`config.mk`:
```
export PLATFORM = sky130hd
export DESIGN_NAME = uart_wb_fifo
export DESIGN_NICKNAME = d
export VERILOG_FILES = /design/src/rtl/uart_pkg.sv /design/src/rtl/sync_fifo.sv /design/src/rtl/uart_wb_fifo.sv
export SDC_FILE = /design/constraint.sdc
export NUM_CORES = 1
export LEC_CHECK = 0
export BUFFER_PORTS_ARGS = -buffer_cell sky130_fd_sc_hd__buf_2
export CAP_MARGIN = 20
export CORE_MARGIN = 2
export CORE_UTILIZATION = 61
export CTS_CLUSTER_DIAMETER = 30
export DETAILED_ROUTE_END_ITERATION = 6
export GPL_ROUTABILITY_DRIVEN = 1
export HOLD_SLACK_MARGIN = 0.06
export PLACE_DENSITY = 0.79
export SYNTH_ARGS = -nofsm -noshare
export SYNTH_HDL_FRONTEND = slang
export SYNTH_SLANG_ARGS = --single-unit
```
`constraint.sdc`:
```
create_clock -name clk_i -period 3.7 [get_ports clk_i]
set_input_delay 0.74 -clock clk_i [delete_from_list [all_inputs] [get_ports clk_i]]
set_output_delay 0.74 -clock clk_i [all_outputs]
set_load 0.03 [all_outputs]
```
`src/rtl/uart_pkg.sv`:
```
// uart_pkg: register map, STATUS bit positions and TX FSM states for uart_wb_fifo
package uart_pkg;
    localparam logic [1:0] REG_DATA   = 2'd0;
    localparam logic [1:0] REG_STATUS = 2'd1;
    localparam logic [1:0] REG_IRQ_EN = 2'd2;
    localparam logic [1:0] REG_LEVELS = 2'd3;
    localparam int ST_RX_EMPTY  = 0;
    localparam int ST_RX_FULL   = 1;
    localparam int ST_TX_EMPTY  = 2;
    localparam int ST_TX_FULL   = 3;
    localparam int ST_TX_ACTIVE = 4;
    localparam int ST_RXOVR     = 5;
    localparam int ST_TXOVF     = 6;
    typedef enum logic [1:0] {IDLE, START, WAIT_BUSY, WAIT_DONE} tx_state_e;
endpackage

```
`src/rtl/sync_fifo.sv`:
```
// sync_fifo: first-word-fall-through FIFO; a full FIFO still accepts a push paired with a pop
module sync_fifo #(
    parameter int WIDTH      = 8,
    parameter int DEPTH_LOG2 = 4
) (
    input  logic                  clk_i,
    input  logic                  rst_ni,
    input  logic                  push_i,
    input  logic [WIDTH-1:0]      din_i,
    input  logic                  pop_i,
    output logic [WIDTH-1:0]      head_o,
    output logic [DEPTH_LOG2:0]   count_o,
    output logic                  full_o,
    output logic                  empty_o
);
    localparam int CW = DEPTH_LOG2 + 1;
    localparam logic [CW-1:0] FULL_CNT = CW'(2 ** DEPTH_LOG2);
    logic [WIDTH-1:0] mem [2**DEPTH_LOG2];
    logic [DEPTH_LOG2-1:0] wr_ptr_q, wr_ptr_d, rd_ptr_q, rd_ptr_d;
    logic [CW-1:0] count_q, count_d;
    logic do_push, do_pop;
    assign empty_o = count_q == '0;
    assign full_o  = count_q == FULL_CNT;
    assign count_o = count_q;
    assign head_o  = mem[rd_ptr_q];
    always_comb begin
        do_pop   = pop_i && !empty_o;
        do_push  = push_i && (!full_o || do_pop);
        wr_ptr_d = do_push ? wr_ptr_q + 1'b1 : wr_ptr_q;
        rd_ptr_d = do_pop ? rd_ptr_q + 1'b1 : rd_ptr_q;
        count_d  = count_q + CW'(do_push) - CW'(do_pop);
    end
    always_ff @(posedge clk_i or negedge rst_ni) begin
        if (!rst_ni) begin
            wr_ptr_q <= '0;
            rd_ptr_q <= '0;
            count_q  <= '0;
        end else begin
            wr_ptr_q <= wr_ptr_d;
            rd_ptr_q <= rd_ptr_d;
            count_q  <= count_d;
        end
    end
    always_ff @(posedge clk_i) begin
        if (do_push) mem[wr_ptr_q] <= din_i;
    end
endmodule

```
`src/rtl/uart_wb_fifo.sv`:
```
// uart_wb_fifo: Wishbone register front end with TX/RX FIFOs, sticky errors and IRQ for a uart core
module uart_wb_fifo
    import uart_pkg::*;
#(
    parameter int          TX_DEPTH_LOG2 = 4,
    parameter int          RX_DEPTH_LOG2 = 4,
    parameter logic [15:0] EMPTY_READ    = 16'hFFFF,
    parameter int          BUSY_TIMEOUT  = 4
) (
    input  logic        clk_i,
    input  logic        rst_ni,
    input  logic [1:0]  wb_adr_i,
    input  logic [15:0] wb_dat_i,
    output logic [15:0] wb_dat_o,
    input  logic [1:0]  wb_sel_i,
    input  logic        wb_we_i,
    input  logic        wb_cyc_i,
    input  logic        wb_stb_i,
    output logic        wb_ack_o,
    output logic        irq_o,
    output logic        uart_tx_start_o,
    output logic [7:0]  uart_tx_byte_o,
    input  logic        uart_tx_busy_i,
    input  logic        uart_rx_valid_i,
    input  logic [7:0]  uart_rx_byte_i
);
    logic accept, wr, rd, clr, tx_push, tx_pop, rx_pop;
    logic [7:0] tx_head, rx_head;
    logic [TX_DEPTH_LOG2:0] tx_count;
    logic [RX_DEPTH_LOG2:0] rx_count;
    logic tx_full, tx_empty, rx_full, rx_empty;
    tx_state_e state_q, state_d;
    logic [3:0] tmo_q, tmo_d;
    logic [7:0] tx_byte_q, tx_byte_d;
    logic ack_q, ack_d, irq_q, irq_d, rxovr_q, rxovr_d, txovf_q, txovf_d;
    logic [2:0] irq_en_q, irq_en_d;
    logic [15:0] dat_q, dat_d, rd_val, status;
    logic unused;
    assign unused = &{1'b0, wb_sel_i[1], wb_dat_i[15:8]};

    sync_fifo #(.WIDTH(8), .DEPTH_LOG2(TX_DEPTH_LOG2)) u_tx_fifo (
        .clk_i(clk_i), .rst_ni(rst_ni), .push_i(tx_push), .din_i(wb_dat_i[7:0]), .pop_i(tx_pop),
        .head_o(tx_head), .count_o(tx_count), .full_o(tx_full), .empty_o(tx_empty)
    );
    sync_fifo #(.WIDTH(8), .DEPTH_LOG2(RX_DEPTH_LOG2)) u_rx_fifo (
        .clk_i(clk_i), .rst_ni(rst_ni), .push_i(uart_rx_valid_i), .din_i(uart_rx_byte_i), .pop_i(rx_pop),
        .head_o(rx_head), .count_o(rx_count), .full_o(rx_full), .empty_o(rx_empty)
    );

    always_comb begin
        state_d   = state_q;
        tmo_d     = tmo_q;
        tx_byte_d = tx_byte_q;
        tx_pop    = 1'b0;
        case (state_q)
            IDLE: if (!tx_empty && !uart_tx_busy_i) begin
                tx_pop    = 1'b1;
                tx_byte_d = tx_head;
                state_d   = START;
            end
            START: begin
                tmo_d   = '0;
                state_d = WAIT_BUSY;
            end
            WAIT_BUSY: begin
                // a core that never reports busy is assumed to have sent the byte
                if (uart_tx_busy_i) state_d = WAIT_DONE;
                else if (tmo_q == 4'(BUSY_TIMEOUT - 1)) state_d = IDLE;
                else tmo_d = tmo_q + 4'd1;
            end
            WAIT_DONE: if (!uart_tx_busy_i) state_d = IDLE;
            default: state_d = IDLE;
        endcase
    end

    always_comb begin
        status               = '0;
        status[ST_RX_EMPTY]  = rx_empty;
        status[ST_RX_FULL]   = rx_full;
        status[ST_TX_EMPTY]  = tx_empty;
        status[ST_TX_FULL]   = tx_full;
        status[ST_TX_ACTIVE] = state_q != IDLE || uart_tx_busy_i;
        status[ST_RXOVR]     = rxovr_q;
        status[ST_TXOVF]     = txovf_q;
        accept  = wb_cyc_i && wb_stb_i && !ack_q;
        wr      = accept && wb_we_i && wb_sel_i[0];
        rd      = accept && !wb_we_i;
        clr     = wr && wb_adr_i == REG_STATUS;
        tx_push = wr && wb_adr_i == REG_DATA;
        rx_pop  = rd && wb_sel_i[0] && wb_adr_i == REG_DATA;
        rd_val  = wb_adr_i == REG_DATA   ? (rx_empty ? EMPTY_READ : {8'h00, rx_head}) :
                  wb_adr_i == REG_STATUS ? status :
                  wb_adr_i == REG_IRQ_EN ? {13'd0, irq_en_q} :
                  {8'(tx_count), 8'(rx_count)};
        dat_d    = rd ? rd_val : dat_q;
        ack_d    = accept;
        irq_en_d = wr && wb_adr_i == REG_IRQ_EN ? wb_dat_i[2:0] : irq_en_q;
        // a new overflow on the same edge as a clear keeps the flag set
        rxovr_d = (uart_rx_valid_i && rx_full && !rx_pop) || (rxovr_q && !(clr && wb_dat_i[ST_RXOVR]));
        txovf_d = (tx_push && tx_full && !tx_pop) || (txovf_q && !(clr && wb_dat_i[ST_TXOVF]));
        irq_d   = |(irq_en_q & {rxovr_q || txovf_q, tx_empty && state_q == IDLE, !rx_empty});
    end

    always_ff @(posedge clk_i or negedge rst_ni) begin
        if (!rst_ni) begin
            state_q   <= IDLE;
            tmo_q     <= '0;
            tx_byte_q <= '0;
            ack_q     <= 1'b0;
            irq_q     <= 1'b0;
            rxovr_q   <= 1'b0;
            txovf_q   <= 1'b0;
            irq_en_q  <= '0;
            dat_q     <= '0;
        end else begin
            state_q   <= state_d;
            tmo_q     <= tmo_d;
            tx_byte_q <= tx_byte_d;
            ack_q     <= ack_d;
            irq_q     <= irq_d;
            rxovr_q   <= rxovr_d;
            txovf_q   <= txovf_d;
            irq_en_q  <= irq_en_d;
            dat_q     <= dat_d;
        end
    end

    assign wb_dat_o        = dat_q;
    assign wb_ack_o        = ack_q;
    assign irq_o           = irq_q;
    assign uart_tx_start_o = state_q == START;
    assign uart_tx_byte_o  = tx_byte_q;
endmodule

```
Word level (Yosys, flattened, before mapping). Memories as Yosys holds them, arrays and structs flattened. A register that Yosys moved wholly into a read port is not among the register bits. Index checks and enable logic that the tools add are counted.

Memory bits (writable): 256. Memories kept: 2. Bits of input ports: 35. Register bits: 55. Logic and storage cells: 109. Output and inout port bits: 27.

Bitwise gates (word level): 1. Equal/unequal tests: 13. Mux-type cells: 18. Reduce and logical (&&, ||, !) cells: 52. $add $sub $neg: 9.

Memory list: u_rx_fifo.mem (depth 16, width 8, read ports 1, clocked after memory_dff 0, wr ports 1, line sync_fifo.sv:18) `logic [WIDTH-1:0] mem [2**DEPTH_LOG2];`; u_tx_fifo.mem (depth 16, width 8, read ports 1, clocked after memory_dff 1, wr ports 1, line sync_fifo.sv:18).

Operators with widths (number): 16-bit two-way mux (2); 13-bit two-way mux (2); 1-bit logical AND (24); 4-bit by 1-bit adder with 4-bit output (second input constant) (5); 1-bit logical NOT (12); 5-bit by 1-bit adder with 5-bit output (2); 5-bit == test (second input constant) (2); 5-bit logical NOT (2); 5-bit by 1-bit subtractor with 5-bit output (2); 2-bit two-way mux (4); 4-bit two-way mux (2); 2-bit inequality test (second input constant) (4); 2-bit one-hot mux with 4 select lines (1); 4-bit one-hot mux with 2 select lines (1); 2-bit == test (second input constant) (3); 1-bit logical OR (6); 1-bit two-way mux (6); 3-bit AND reduction (2); 2-bit by 1-bit == test with 1-bit output (second input constant) (2); 4-bit by 2-bit == test with 1-bit output (second input constant) (1); 2-bit logical NOT (2); 2-bit nonzero test (2); 3-bit bitwise AND (1); 3-bit inequality test (second input constant) (1); other kinds (2) (2).

Longest topological paths before layout. Gate-level depths: netlist (run 1).

Depth in word-level cells: 10. Depth in mapped cells: 14. Gate-level depth less buffers: 14.

Modules after synthesis. Synthesis (run 1) repeated with hierarchy kept, for this count alone.

Cell total of the unflattened synthesis: 807. Area total of the unflattened synthesis: 13519.2 µm².

Modules (own cells, without submodules): sync_fifo (times used 2, seq. area each 4169.0 µm², cells an instance 319, area each 5821.8 µm²); uart_wb_fifo (times used 1, seq. area each 875.8 µm², cells an instance 169, area each 1875.5 µm²).

Worst setup path before layout (run 1). Ideal clock, no wire load.

Path type: register to register. Start: register u_rx_fifo.count_q[3] (netlist: u_rx_fifo.count_o[3]). End: register u_rx_fifo.count_q[4] (netlist: u_rx_fifo.count_o[4]). Path slack: 0.778 ns. Arrival time: 2.799 ns. Cell stages (with the launch flop): 15. Clock period less this slack: 2.922 ns. Path buffers: 1. Setup time: 0.123 ns. Required time: 3.577 ns. Cells stage by stage: dfrtp_1 > inv_1 > ha_1 > or4b_2 > buf_2 > nand4_1 > inv_1 > ha_1 > inv_1 > ha_1 > fa_1 > a21oi_1 > nor2_1 > nor2_1 > xnor2_1.

Longest elaborated chain between the ends: 7. Elaborated cells on any way between the ends: 9. Those cells by class: add/sub (2); eq/ne (1); reduce/logical (6).

Ends and longest elaborated chain: start: declaration (line sync_fifo.sv:20) `logic [CW-1:0] count_q, count_d;`; start signal: assignment (line sync_fifo.sv:41) `count_q <= count_d;`; 5-bit logical NOT * (line sync_fifo.sv:22) `assign empty_o = count_q == '0;`; 1-bit logical NOT * (line sync_fifo.sv:27) `do_pop = pop_i && !empty_o;`; 1-bit logical AND * (line sync_fifo.sv:27); net u_rx_fifo.do_pop (line sync_fifo.sv:21) `logic do_push, do_pop;`; 1-bit logical OR (line sync_fifo.sv:28) `do_push = push_i && (!full_o || do_pop);`; 1-bit logical AND (line sync_fifo.sv:28); 5-bit by 1-bit adder with 5-bit output (line sync_fifo.sv:31) `count_d = count_q + CW'(do_push) - CW'(do_pop);`; 5-bit by 1-bit subtractor with 5-bit output * (line sync_fifo.sv:31); net u_rx_fifo.count_d[4] (line sync_fifo.sv:20).

Mark *: on every way through the listed nets, which the timed path passes. The rest lies on a longest branch. A chain may end at the register's enable or synchronous reset.

Worst setup path after layout (run 1). Ends and elaborated chain as after synthesis.

==> summary by stage, run 1 <==
Synthesis
The count of different cell masters after synthesis is 58. Synthesis handed over a netlist of 770 instances. In this run, synthesis inferred between 200 and 300 flip-flops with an integrated enable. Measured against the total synthesized area, the mux share comes to 0.1384. For this run, the register share of the synthesized area comes to 0.6963.

In the synthesized netlist the dominant register cell turns out to be edfxtp_1. The total nets after synthesis is 835. The combinational family with the most area after synthesis is multiplexers. The area share of and/or/nand/nor cells after synthesis is 0.05702. The number of warning messages in the yosys log is 0.

The complex-gate fraction of the synthesized area is 0.04066. After synthesis, the cell types taking the most area are edfxtp_1 (58%), dfrtp_1 (12%), mux4_2 (9.2%). The area of the mapped netlist is 13230 um2. The most common cell in the synthesized netlist is edfxtp_1. Summed over all instances, the cell type with the most area after synthesis is edfxtp_1. The number of storage elements in the synthesis netlist is 317. Of the total synthesized cell area, the portion taken by full adders, half adders and majority gates is 0.02950. Dividing the synthesized area by the synthesized cell count gives 17.19 um2. The fraction of synthesized cell area in xor and xnor cells is 0.01324. The fraction of synthesis flops using an asynchronous set or reset pin is 0.1924. The proportion of netlist area held by the largest area contributor is 0.5809. Ranked by instance count, the synthesized netlist is headed by edfxtp_1 (256), dfrtp_1 (61), mux4_2 (54).

Place
The HPWL reported at the end of detailed placement is 17.75 mm. Buffers placed on the I/O ports in this run total 52. The total placed cells including tap cells is 1100. The post-place instance area is 13950 um2. The worst setup slack before clock tree synthesis is 0.5370 ns. Routability-driven placement finished with a final weighted congestion of between 0.8 and 0.9.

Power and ir drop
The proportion of power drawn by flip-flops and latches is 0.391. In this run the static leakage power is 5.808 nW. The clock network power share is 0.387. Dividing total power by cell area gives a power density of slightly below 800 nW/um2.

The share of total power dissipated in combinational logic is 0.222. The net switching component of the power is 3.600 mW. The worst IR drop on VDD is between 0.0004 and 0.0005 V. Overall power consumption after layout is estimated at approximately 12 mW. Cell internal power was estimated by the tool at 8.539 mW. The share of total power consumed by net switching is 0.2966.

Clock tree
For this design, the sink count on the clock tree is 317. The H-tree was split into 2 levels. CTS placed an instance of clkbuf_16 at the clock tree root. After clock tree synthesis, the clock-pin slew on the worst setup and hold paths is about 0.050 ns.

Counting along the longest clock path gives a buffer depth of 3. The TritonCTS buffer count is 52. TritonCTS built the clock tree. In this run, post-CTS repair resized a total of 0 instances.

The source-to-sink clock delay at the later pin of the worst-skew pair is 0.55 ns.

STA
The minimum clock period is 3.185 ns. Setup repair after global routing left no endpoint under its margin. The part of the cycle the worst path needs is 0.8608.

The total count of max-transition violations in the final report is 0. The final-report hold violation count is 0. The final worst setup slack is 0.5150 ns. On the final layout, the worst hold slack is 0.4766 ns. The final sum of negative setup slack is 0 ns. For the pin with the worst max-slew slack, the measured transition is 1.035 ns. The max-slew headroom at the worst pin is 0.3098. The maximum frequency from static timing analysis is 314.0 MHz. The number of setup violations in the final report is 0.

The setup skew after layout is roughly 0.016 ns.

Die
The floorplan has 53 rows. The core region area is between 20000 and 25000 um2. The initial utilization of the core area, before any placement, comes to 0.6255. Measured along the x axis, the die boundary spans about 150 um. The die area is 22890 um2. The die extent in y is 151.3 um. The number of top-level pins is a little over 60.

Worst setup path
The element type at the critical path start is a flop. On the critical path the largest part of the delay comes from simple AND/OR/NAND/NOR gates. The reg-to-reg endpoint is u_rx_fifo.count_o[4]. The endpoint kind of the worst setup timing path is a flop. The required time of the critical path is 4.16 ns. Together, buffers and inverters on the worst path number 3. The largest driver fanout on the critical path is 6. The longest individual stage delay on the worst path is 0.69 ns. In this run the register-to-register setup slack is 0.52 ns. The signal on the critical path passes through inv_1 -> ha_1 -> or4b_2 -> nand4_1 -> inv_1 -> ha_1 -> inv_1 -> ha_1 -> fa_1 -> a21oi_1 -> nor2_1 -> nor2_1 -> xnor2_1. The critical path in this run is classified as reg -> reg. The worst reg-to-reg path cell count is 13. The library cell contributing the largest single delay on the critical path is or4b_2. The worst register-to-register path begins at u_rx_fifo.count_o[3]. The arrival time of the worst setup path is 3.65 ns.

Cells and area
The count of antenna diodes in the layout is 0. The filler cells instantiated in the layout total 1182. The proportion of layout cells with a drive suffix above 1 is 0.2684. The count of placed standard cells in the final layout, fillers left out is between 1000 and 1500. With fillers left out, the area of the finished cells amounts to 15700 um2. At the end of the flow, the number of nets in the layout was 946. The final design utilization is 0.7424.

Compared with the post-synthesis result, the final layout area differs by 18.67%.

Route
The detailed-route vias per instance is 6.341. In the routed design, unresolved DRC markers number 0. The count of TritonRoute iterations in the first routing pass is 6. In the final routed layout, each cell accounts on average for roughly 25 um. The initial DRC count is 808.

The number of antenna-violating nets in the routed design is 0. The final route contains 7603 vias. The total wire length is 29.97 mm.

Min path
The beginning of the worst hold path is wb_dat_o[12]. Counting instances, the worst hold path has a depth of 2. The tightest min-delay check is of the reg -> reg type. The path with the worst hold slack has its endpoint at wb_dat_o[12].

Global route
The via count of the first global-routing pass is roughly 8000. The leftover overflow at the end of global routing is 0. The first global-routing pass estimated 45.81 mm of wire. For this run, the total global-route usage over all layers was measured as 0.2717. The initial antenna violation count is 1.

The largest net degree at the start of global routing is 43.

Flow run
Across the run, the number of max-cap violations was 0.

Run status
The run finished with clean final reports.
power groups by stage:
stage	sequential [mW]	clock (mW)	combinational, mW
after floorplan	4.66	0	2.01
final	4.75	4.69	2.70
after global placement	4.75	0	2.50
after global routing	4.80	4.89	2.91
after detailed placement	4.79	0	2.61
after CTS	4.74	4.73	2.69
layout make-up:
| type | instances | area [um2] | area share |
|---|---|---|---|
| Sequential cell | 317 | 9215 | 0.5868 |
| Clock buffer | 64 | 1388 | 0.08836 |
| Inverter | 35 | 131.4 | 0.008366 |
| Tap cell | 275 | 344.1 | 0.02191 |
| Multi-Input combinational cell | 380 | 3690 | 0.2350 |
| Timing Repair Buffer | 95 | 598.1 | 0.03808 |
| Clock inverter | 33 | 337.8 | 0.02151 |
tightest hold or removal path: stages, from the launching register on:
cell and delay, ns:
dfrtp_1 0.34, nand2_1 0.05, o21ai_0 0.06
sequential cells by signal (all words and copies together), names as in the netlist:
register,count
u_tx_fifo.rd_ptr_q,4
u_tx_fifo.mem,128
uart_tx_byte_o,8
rxovr_q,1
u_rx_fifo.count_o,5
u_tx_fifo.wr_ptr_q,4
irq_en_q,3
u_rx_fifo.rd_ptr_q,4
wb_ack_o,1
u_tx_fifo.count_o,5
irq_o,1
txovf_q,1
u_rx_fifo.mem,128
tmo_q,4
wb_dat_o,14
state_q,2
u_rx_fifo.wr_ptr_q,4
what timing repair did:
| action | CTS | global route |
|---|---|---|
| hold buffers | 0 | 1 |
| setup buffers | 0 | 0 |
| endpoints found under the hold margin | 0 | 5 |
| setup endpoints to repair | 0 | 0 |
per-layer routing:
layer / routed length, um / vias to the layer above / global-route usage
li1: - / 3228 / -
met1: 11310 / 3852 / 0.3682
met2: 14980 / 445 / 0.4441
met3: 2917 / 76 / 0.06145
met4: 752 / 2 / 0.08692
met5: 9 / - / 0
layout by cell type (no fill, tap or decap), types with 3 or more instances in the layout:
cell and n:
and3_1 4, a21oi_1 21, xnor2_1 14, dfrtp_1 60, a22oi_1 4, mux2i_1 33
a221oi_1 4, mux2_2 9, mux4_2 54, nor3_1 21, clkinv_2 9, a22o_1 6
and2_1 3, nand2b_1 7, xor2_1 6, mux4_1 7, a31oi_1 3, buf_2 52
nand3_1 16, o21ai_0 14, o22ai_1 4, clkinv_1 5, clkbuf_16 53, clkbuf_1 9
bufinv_16 5, nand4_1 3, edfxtp_1 256, nor4b_1 3, a211o_1 8, buf_4 41
inv_1 35, nand2_1 30, inv_6 3, ha_1 28, nor2b_1 5, nor2_1 44
clkinvlp_4 7
logic make-up (layout without fill, tap and decap cells):
logic type | Yosys count | after routing
flip-flops | 317 | 317
AND/OR/NAND/NOR | 150 | 150
buffers and inverters | 73 | 227
XOR/XNOR | 20 | 20
multiplexers | 103 | 103
AO/OA/AOI/OAI | 77 | 77
adder cells (fa/ha/maj) | 30 | 30
how the worst max path moves through the flow:
stage / start / cells after the start / end / slack, ns
floorplan: u_rx_fifo.count_o[3] / 14 / u_rx_fifo.count_o[4] / 0.78
global placement: u_rx_fifo.count_o[2] / 13 / u_rx_fifo.count_o[4] / 0.59
detailed placement: u_rx_fifo.count_o[3] / 13 / u_rx_fifo.count_o[4] / 0.54
CTS: u_rx_fifo.count_o[3] / 13 / u_rx_fifo.count_o[4] / 0.52
global route: u_rx_fifo.count_o[3] / 13 / u_rx_fifo.count_o[4] / 0.29
finish: u_rx_fifo.count_o[3] / 13 / u_rx_fifo.count_o[4] / 0.52
Note: power is estimated with default switching activity, not from simulation.
==> inputs of run 2 (changes only) <==
Settings changed: CTS_CLUSTER_SIZE set to 30, PLACE_DENSITY 0.79 to 0.82.
==> summary by stage, run 2 (synthesis gave the netlist of run 1 again) <==
Route
The total wire length is 29.66 mm (-1.0%). The detailed-route vias per instance came to 6.357 (+0.25%). The number of antenna-violating nets in the routed design is 0 (unchanged).

The count of TritonRoute iterations in the first routing pass is 5 (-1). The initial DRC count was 736 (-8.9%). The post-route DRC violation count came to 0 (unchanged). The total via count in the routed design is 7590 (-0.17%). The routed wire length per instance is 24.84 um (-0.62%).

Place
The total placed cells including tap cells is 1101 (+0.091%). The final estimated routing congestion in global placement is 0.8530 (+2.1%). The HPWL reported at the end of detailed placement is 17.85 mm (+0.56%). The worst setup slack before clock tree synthesis is 0.4947 ns (-0.04231 ns). The number of buffer cells added on primary ports is 52 (unchanged).

The post-place instance area is 13960 um2 (about the same).

Clock tree
The post-CTS repair timing setup buffer count is 0 (unchanged). The post-cts resize count is 0 (unchanged). The CTS tree is built. The number of H-tree levels came to 2 (unchanged). The buffer levels on the longest clock path was 3 (unchanged). The cell at the root of the clock tree is clkbuf_16.

The TritonCTS buffer count is 51 (-1.9%). The total of hold buffers inserted after clock tree synthesis was 0 (unchanged). The total number of clock tree sinks is 317 (unchanged). The source-to-sink clock delay at the later pin of the worst-skew pair is 0.56 ns (about the same). The clock transition time at the flip-flop clock pins of the worst setup and hold paths came to 0.05 ns (about the same).

Global route
The met2 track utilization from global routing is 0.4672 (+0.02308). The global routing stage identified its most utilized layer as met2. The global-route met3 utilization is 0.04608 (-0.01536). The wire length of the first global-routing pass was 44.57 mm (-2.7%). The largest net degree at the start of global routing is 47 (+9.3%). The via count of the first global-routing pass is 7919 (-0.076%). The leftover overflow at the end of global routing came to 0 (unchanged). The met1 track demand over resource in global routing is 0.3336 (-0.03455). The overall fraction of global-route tracks in use came to 0.2651 (-0.006559). The initial antenna violation count is 0 (-1).

Worst setup path
The endpoint kind of the worst setup timing path is a flop. In this run the critical register-to-register path is launched from u_rx_fifo.count_o[2]. The worst setup path is of the reg -> reg kind. The largest driver fanout on the critical path was 6 (unchanged). The arrival time of the worst setup path is 3.84 ns (+0.19 ns). The element type at the critical path start is a flop. The required time of the critical path is 4.16 ns (about the same). The worst reg-to-reg path cell count came to 13 (unchanged). The setup slack of the worst register-to-register path is 0.32 ns (-0.20 ns). The reg-to-reg endpoint is u_rx_fifo.count_o[4].

STA
The final worst setup slack is 0.3190 ns (-0.1961 ns). The part of the cycle the worst path needs is 0.9138 (+0.05299). The pin slew with the least headroom to its limit is 1.102 ns (+0.06723 ns). The final sum of negative setup slack is 0 ns (unchanged). The number of setup violations in the final report is 0 (unchanged). The minimum clock period is 3.381 ns (+0.1961 ns). The setup skew after layout is 0.03098 ns (+0.01533 ns). The final-report hold violation count is 0 (unchanged).

The maximum frequency from static timing analysis was 295.8 MHz (-5.8%). Setup repair after global routing left no endpoint under its margin. The total count of max-transition violations in the final report is 0 (unchanged). The max-slew headroom at the worst pin is 0.2546 (-0.05518).

Cells and area
In the layout the commonest cells are edfxtp_1 (256), dfrtp_1 (60), mux4_2 (54). The register area is 9215 um2 (unchanged). The area growth from synthesis to layout is 18.10%. The total area of multi-input combinational cells is 3690 um2 (unchanged). The count of placed standard cells in the final layout, fillers left out is 1194 (-0.42%). The number of nets in the finished design is 944 (-0.21%). The count of antenna diodes in the layout is 0 (unchanged).

The final instance area is 15630 um2 (-0.49%). The total of fill cells in the finished design was 1135 (-4.0%). The proportion of layout cells with a drive suffix above 1 was 0.2666 (-0.001804).

Leaving out fill and tap cells, the most frequent cell in the layout is edfxtp_1.

Die
The die extent in y is 151.3 um (unchanged). The initial standard-cell utilization of the core is 0.6255 (unchanged). The core region area came to 21150 um2 (unchanged). The die area is 22890 um2 (unchanged). The chip width is 151.3 um (unchanged). The number of top-level pins came to 62 (unchanged).

The standard-cell row count was 53 (unchanged).

Power and ir drop
The leakage power figure was 5.794 nW (-0.24%). The cell area power density is 768.5 nW/um2 (-0.58%). The worst IR drop on VDD is 0.0004777 V (+6.6%). The total power after layout is 12.01 mW (-1.1%).

Flow run
The max-capacitance violation count came to 0 (unchanged).

Min path
The worst hold-check path type is in -> async.

Run status
The flow ran to the end, and the final reports show no timing, DRC or antenna violations.
==> run 2: where the power goes <==
group	leakage, nW	switching (mW)	internal (mW)
Combinational	1.91	1.49	1.26
Sequential	3.06	0.441	4.26
Clock	0.822	1.63	2.93
Total	5.79	3.56	8.45
==> run 2: worst max-delay path by stage <==
stage | startpoint | endpoint | slack [ns]
after floorplan | u_rx_fifo.count_o[3] | u_rx_fifo.count_o[4] | 0.78
after global placement | wb_we_i | u_rx_fifo.count_o[4] | 0.60
after detailed placement | u_rx_fifo.count_o[3] | u_rx_fifo.count_o[4] | 0.49
after CTS | u_rx_fifo.count_o[2] | u_rx_fifo.count_o[4] | 0.32
after global routing | u_rx_fifo.count_o[2] | u_rx_fifo.count_o[4] | 0.24
final | u_rx_fifo.count_o[2] | u_rx_fifo.count_o[4] | 0.32
==> run 2: critical path, stage by stage (launching register included) <==
cell,delay [ns]
dfrtp_1,0.41
inv_1,0.11
ha_1,0.22
or4b_2,0.71
nand4_1,0.27
inv_1,0.08
ha_1,0.27
inv_1,0.04
ha_1,0.22
fa_1,0.45
a21oi_1,0.19
nor2_1,0.07
nor2_1,0.12
xnor2_1,0.13
==> run 2: layout make-up <==
cell class / count / share of cell area
Tap cell: 275 / 0.02202
Multi-Input combinational cell: 380 / 0.2361
Sequential cell: 317 / 0.5897
Timing Repair Buffer: 94 / 0.03683
Inverter: 35 / 0.008407
Clock buffer: 68 / 0.08895
Clock inverter: 25 / 0.01801
==> run 2: per-layer routing <==
layer  up-vias  part of all wire
met5         -                 0
met4         0             0.028
met3        73             0.066
met2       381              0.53
met1      3902              0.37
li1       3234                 -
==> run 2: per-stage QoR <==
stage,hold WS (ns),util
finish,0.1397,0.7387
global route,0.1614,0.7387
floorplan,0.4444,-
CTS,0.1322,0.7387
detailed placement,0.4745,0.6597
global placement,0.4637,0.6597
==> inputs of run 3 (changes only) <==
Settings changed: CORE_ASPECT_RATIO set to 0.6.
==> summary by stage, run 3 (synthesis gave the netlist of run 1 again) <==
Worst setup path
The setup slack of the worst register-to-register path came to 0.35 ns (+0.03 ns). The element type at the critical path start is a flop. The startpoint identified for the worst register-to-register timing path is u_rx_fifo.count_o[2].

STA classifies the critical path endpoint as a flop. The reg-to-reg endpoint is u_rx_fifo.count_o[4]. The arrival time of the worst setup path is 3.79 ns (-0.05 ns).

The required time of the critical path is 4.14 ns (-0.02 ns). The largest driver fanout on the critical path came to 6 (unchanged). The worst reg-to-reg path cell count is 13 (unchanged). The most critical setup path has its startpoint at u_rx_fifo.count_o[2]. The critical path in this run is classified as reg -> reg.

Route
The total wire length is 28.66 mm (-3.4%). The total via count in the routed design is 7584 (-0.079%). The detailed-route vias per instance came to 6.389 (+0.51%). The number of antenna-violating nets in the routed design is 0 (unchanged). The initial DRC count is 897 (+22%). The count of TritonRoute iterations in the first routing pass was 6 (+1).

The routed wire length per instance came to 24.14 um (-2.8%). The post-route DRC violation count is 0 (unchanged).

Flow run
The max-capacitance violation count is 0 (unchanged).

Clock tree
The total number of clock tree sinks is 317 (unchanged). The source-to-sink clock delay at the later pin of the worst-skew pair came to 0.53 ns (-0.03 ns). The cell at the root of the clock tree is clkbuf_16. The buffer levels on the longest clock path is 3 (unchanged). The post-cts resize count is 0 (unchanged). The total of hold buffers inserted after clock tree synthesis came to 0 (unchanged). The TritonCTS buffer count was 39 (-24%). The post-CTS repair timing setup buffer count is 0 (unchanged). The CTS tree is built. The clock transition time at the flip-flop clock pins of the worst setup and hold paths is 0.06 ns (about the same). The number of H-tree levels was 2 (unchanged).

STA
The number of setup violations in the final report came to 0 (unchanged). Setup repair after global routing left no endpoint under its margin. The max-slew headroom at the worst pin is 0.2526 (-0.002035). The minimum clock period is 3.354 ns (-0.02692 ns). The final hold slack came to 0.3176 ns (+0.1780 ns).

The final-report hold violation count is 0 (unchanged). The maximum frequency from static timing analysis is 298.1 MHz (+0.80%). The total count of max-transition violations in the final report came to 0 (unchanged). The setup skew after layout was 0.02091 ns (-0.01007 ns). The pin slew with the least headroom to its limit is 1.121 ns (+0.01858 ns). The part of the cycle the worst path needs was 0.9065 (-0.007277). The final sum of negative setup slack is 0 ns (unchanged).

Die
The initial standard-cell utilization of the core is 0.6261 (about the same). The core region area is 21140 um2 (about the same). The chip width is 194.1 um (+28%). The die area is 22930 um2 (+0.17%).

The standard-cell row count was 41 (-23%). The number of top-level pins is 62 (unchanged). The die extent in y is 118.1 um (-22%).

Place
The final estimated routing congestion in global placement came to 0.8716 (+2.2%). The HPWL reported at the end of detailed placement is 19.24 mm (+7.8%). The number of buffer cells added on primary ports is 52 (unchanged).

Cells and area
The library cell used most frequently in the layout, excluding fill and tap cells, is edfxtp_1. The number of nets in the finished design came to 942 (-0.21%). The total area of multi-input combinational cells is 3690 um2 (unchanged). The register area is 9215 um2 (unchanged).

Compared with the post-synthesis result, the final layout area differs by 16.08%. Leaving out fill and tap cells, the most frequent cells in the layout are edfxtp_1 (256), dfrtp_1 (60), mux4_2 (54). The proportion of layout cells with a drive suffix above 1 is 0.2657 (-0.0008830). The total of fill cells in the finished design came to 1213 (+6.9%).

Min path
The path class of the tightest hold or removal check is in -> async.

Global route
The overall fraction of global-route tracks in use is 0.2588 (-0.006261). The via count of the first global-routing pass is 7694 (-2.8%). The leftover overflow at the end of global routing is 0 (unchanged). The largest net degree at the start of global routing came to 40 (-15%). The initial antenna violation count is 2 (+2).

The wire length of the first global-routing pass is 44.75 mm (+0.40%).

Run status
The run finished with clean final reports.

Power and ir drop
The worst IR drop on VDD was 0.0007134 V (+49%). The leakage power figure is 5.654 nW (-2.4%). The total power after layout is 11.18 mW (-6.9%). The cell area power density is 727.8 nW/um2 (-5.3%).
==> run 3: worst max-delay path by stage <==
stage / endpoint / slack [ns] / depth (start not counted)
after global placement: u_rx_fifo.count_o[4] / 0.52 / 13
after detailed placement: u_rx_fifo.count_o[4] / 0.43 / 13
after CTS: u_rx_fifo.count_o[4] / 0.41 / 13
after floorplan: u_rx_fifo.count_o[4] / 0.78 / 14
final: u_rx_fifo.count_o[4] / 0.35 / 13
after global routing: u_rx_fifo.count_o[4] / 0.19 / 13
==> run 3: area by class of cell <==
type	instances	area share
clock buffers	44	0.06614
well taps	279	0.02273
diodes	1	0.0001629
repair buffers	104	0.04447
flip-flops and latches	317	0.5999
multi-input cells	380	0.2402
inverters	35	0.008553
clock inverters	27	0.01784
==> run 3: where the power goes <==
group          internal, mW  leakage (nW)  switching [mW]  total [mW]
combinational          1.31          1.97            1.42        2.73
sequential             4.25          3.06           0.476        4.73
clock                  2.18         0.616            1.54        3.72
==> run 3: per-layer routing <==
layer,GRT usage,share of wire,vias to the layer above
met3,0.07908,0.11,49
met2,0.3632,0.44,425
li1,-,-,3227
met1,0.3991,0.43,3881
met4,0.06818,0.018,2
met5,0,0.00045,-
==> run 3: critical path, cell delays in order (launching register included) <==
cell and delay [ns]:
dfrtp_1 0.41, inv_1 0.09, ha_1 0.19, or4b_2 0.70, nand4_1 0.25, inv_1 0.13
ha_1 0.30, inv_1 0.04, ha_1 0.20, fa_1 0.45, a21oi_1 0.18, nor2_1 0.07
nor2_1 0.11, xnor2_1 0.13
==> run 3: stage by stage <==
step | instances | area (um2) | worst slack, ns | util
after floorplan | 770 | 13230 | 0.7783 | -
after global placement | 1114 | 14040 | 0.5207 | 0.6643
after detailed placement | 1114 | 14040 | 0.4319 | 0.6643
after CTS | 1185 | 15330 | 0.4088 | 0.7254
after global routing | 1187 | 15360 | 0.1911 | 0.7268
final | 1187 | 15360 | 0.3459 | 0.7268
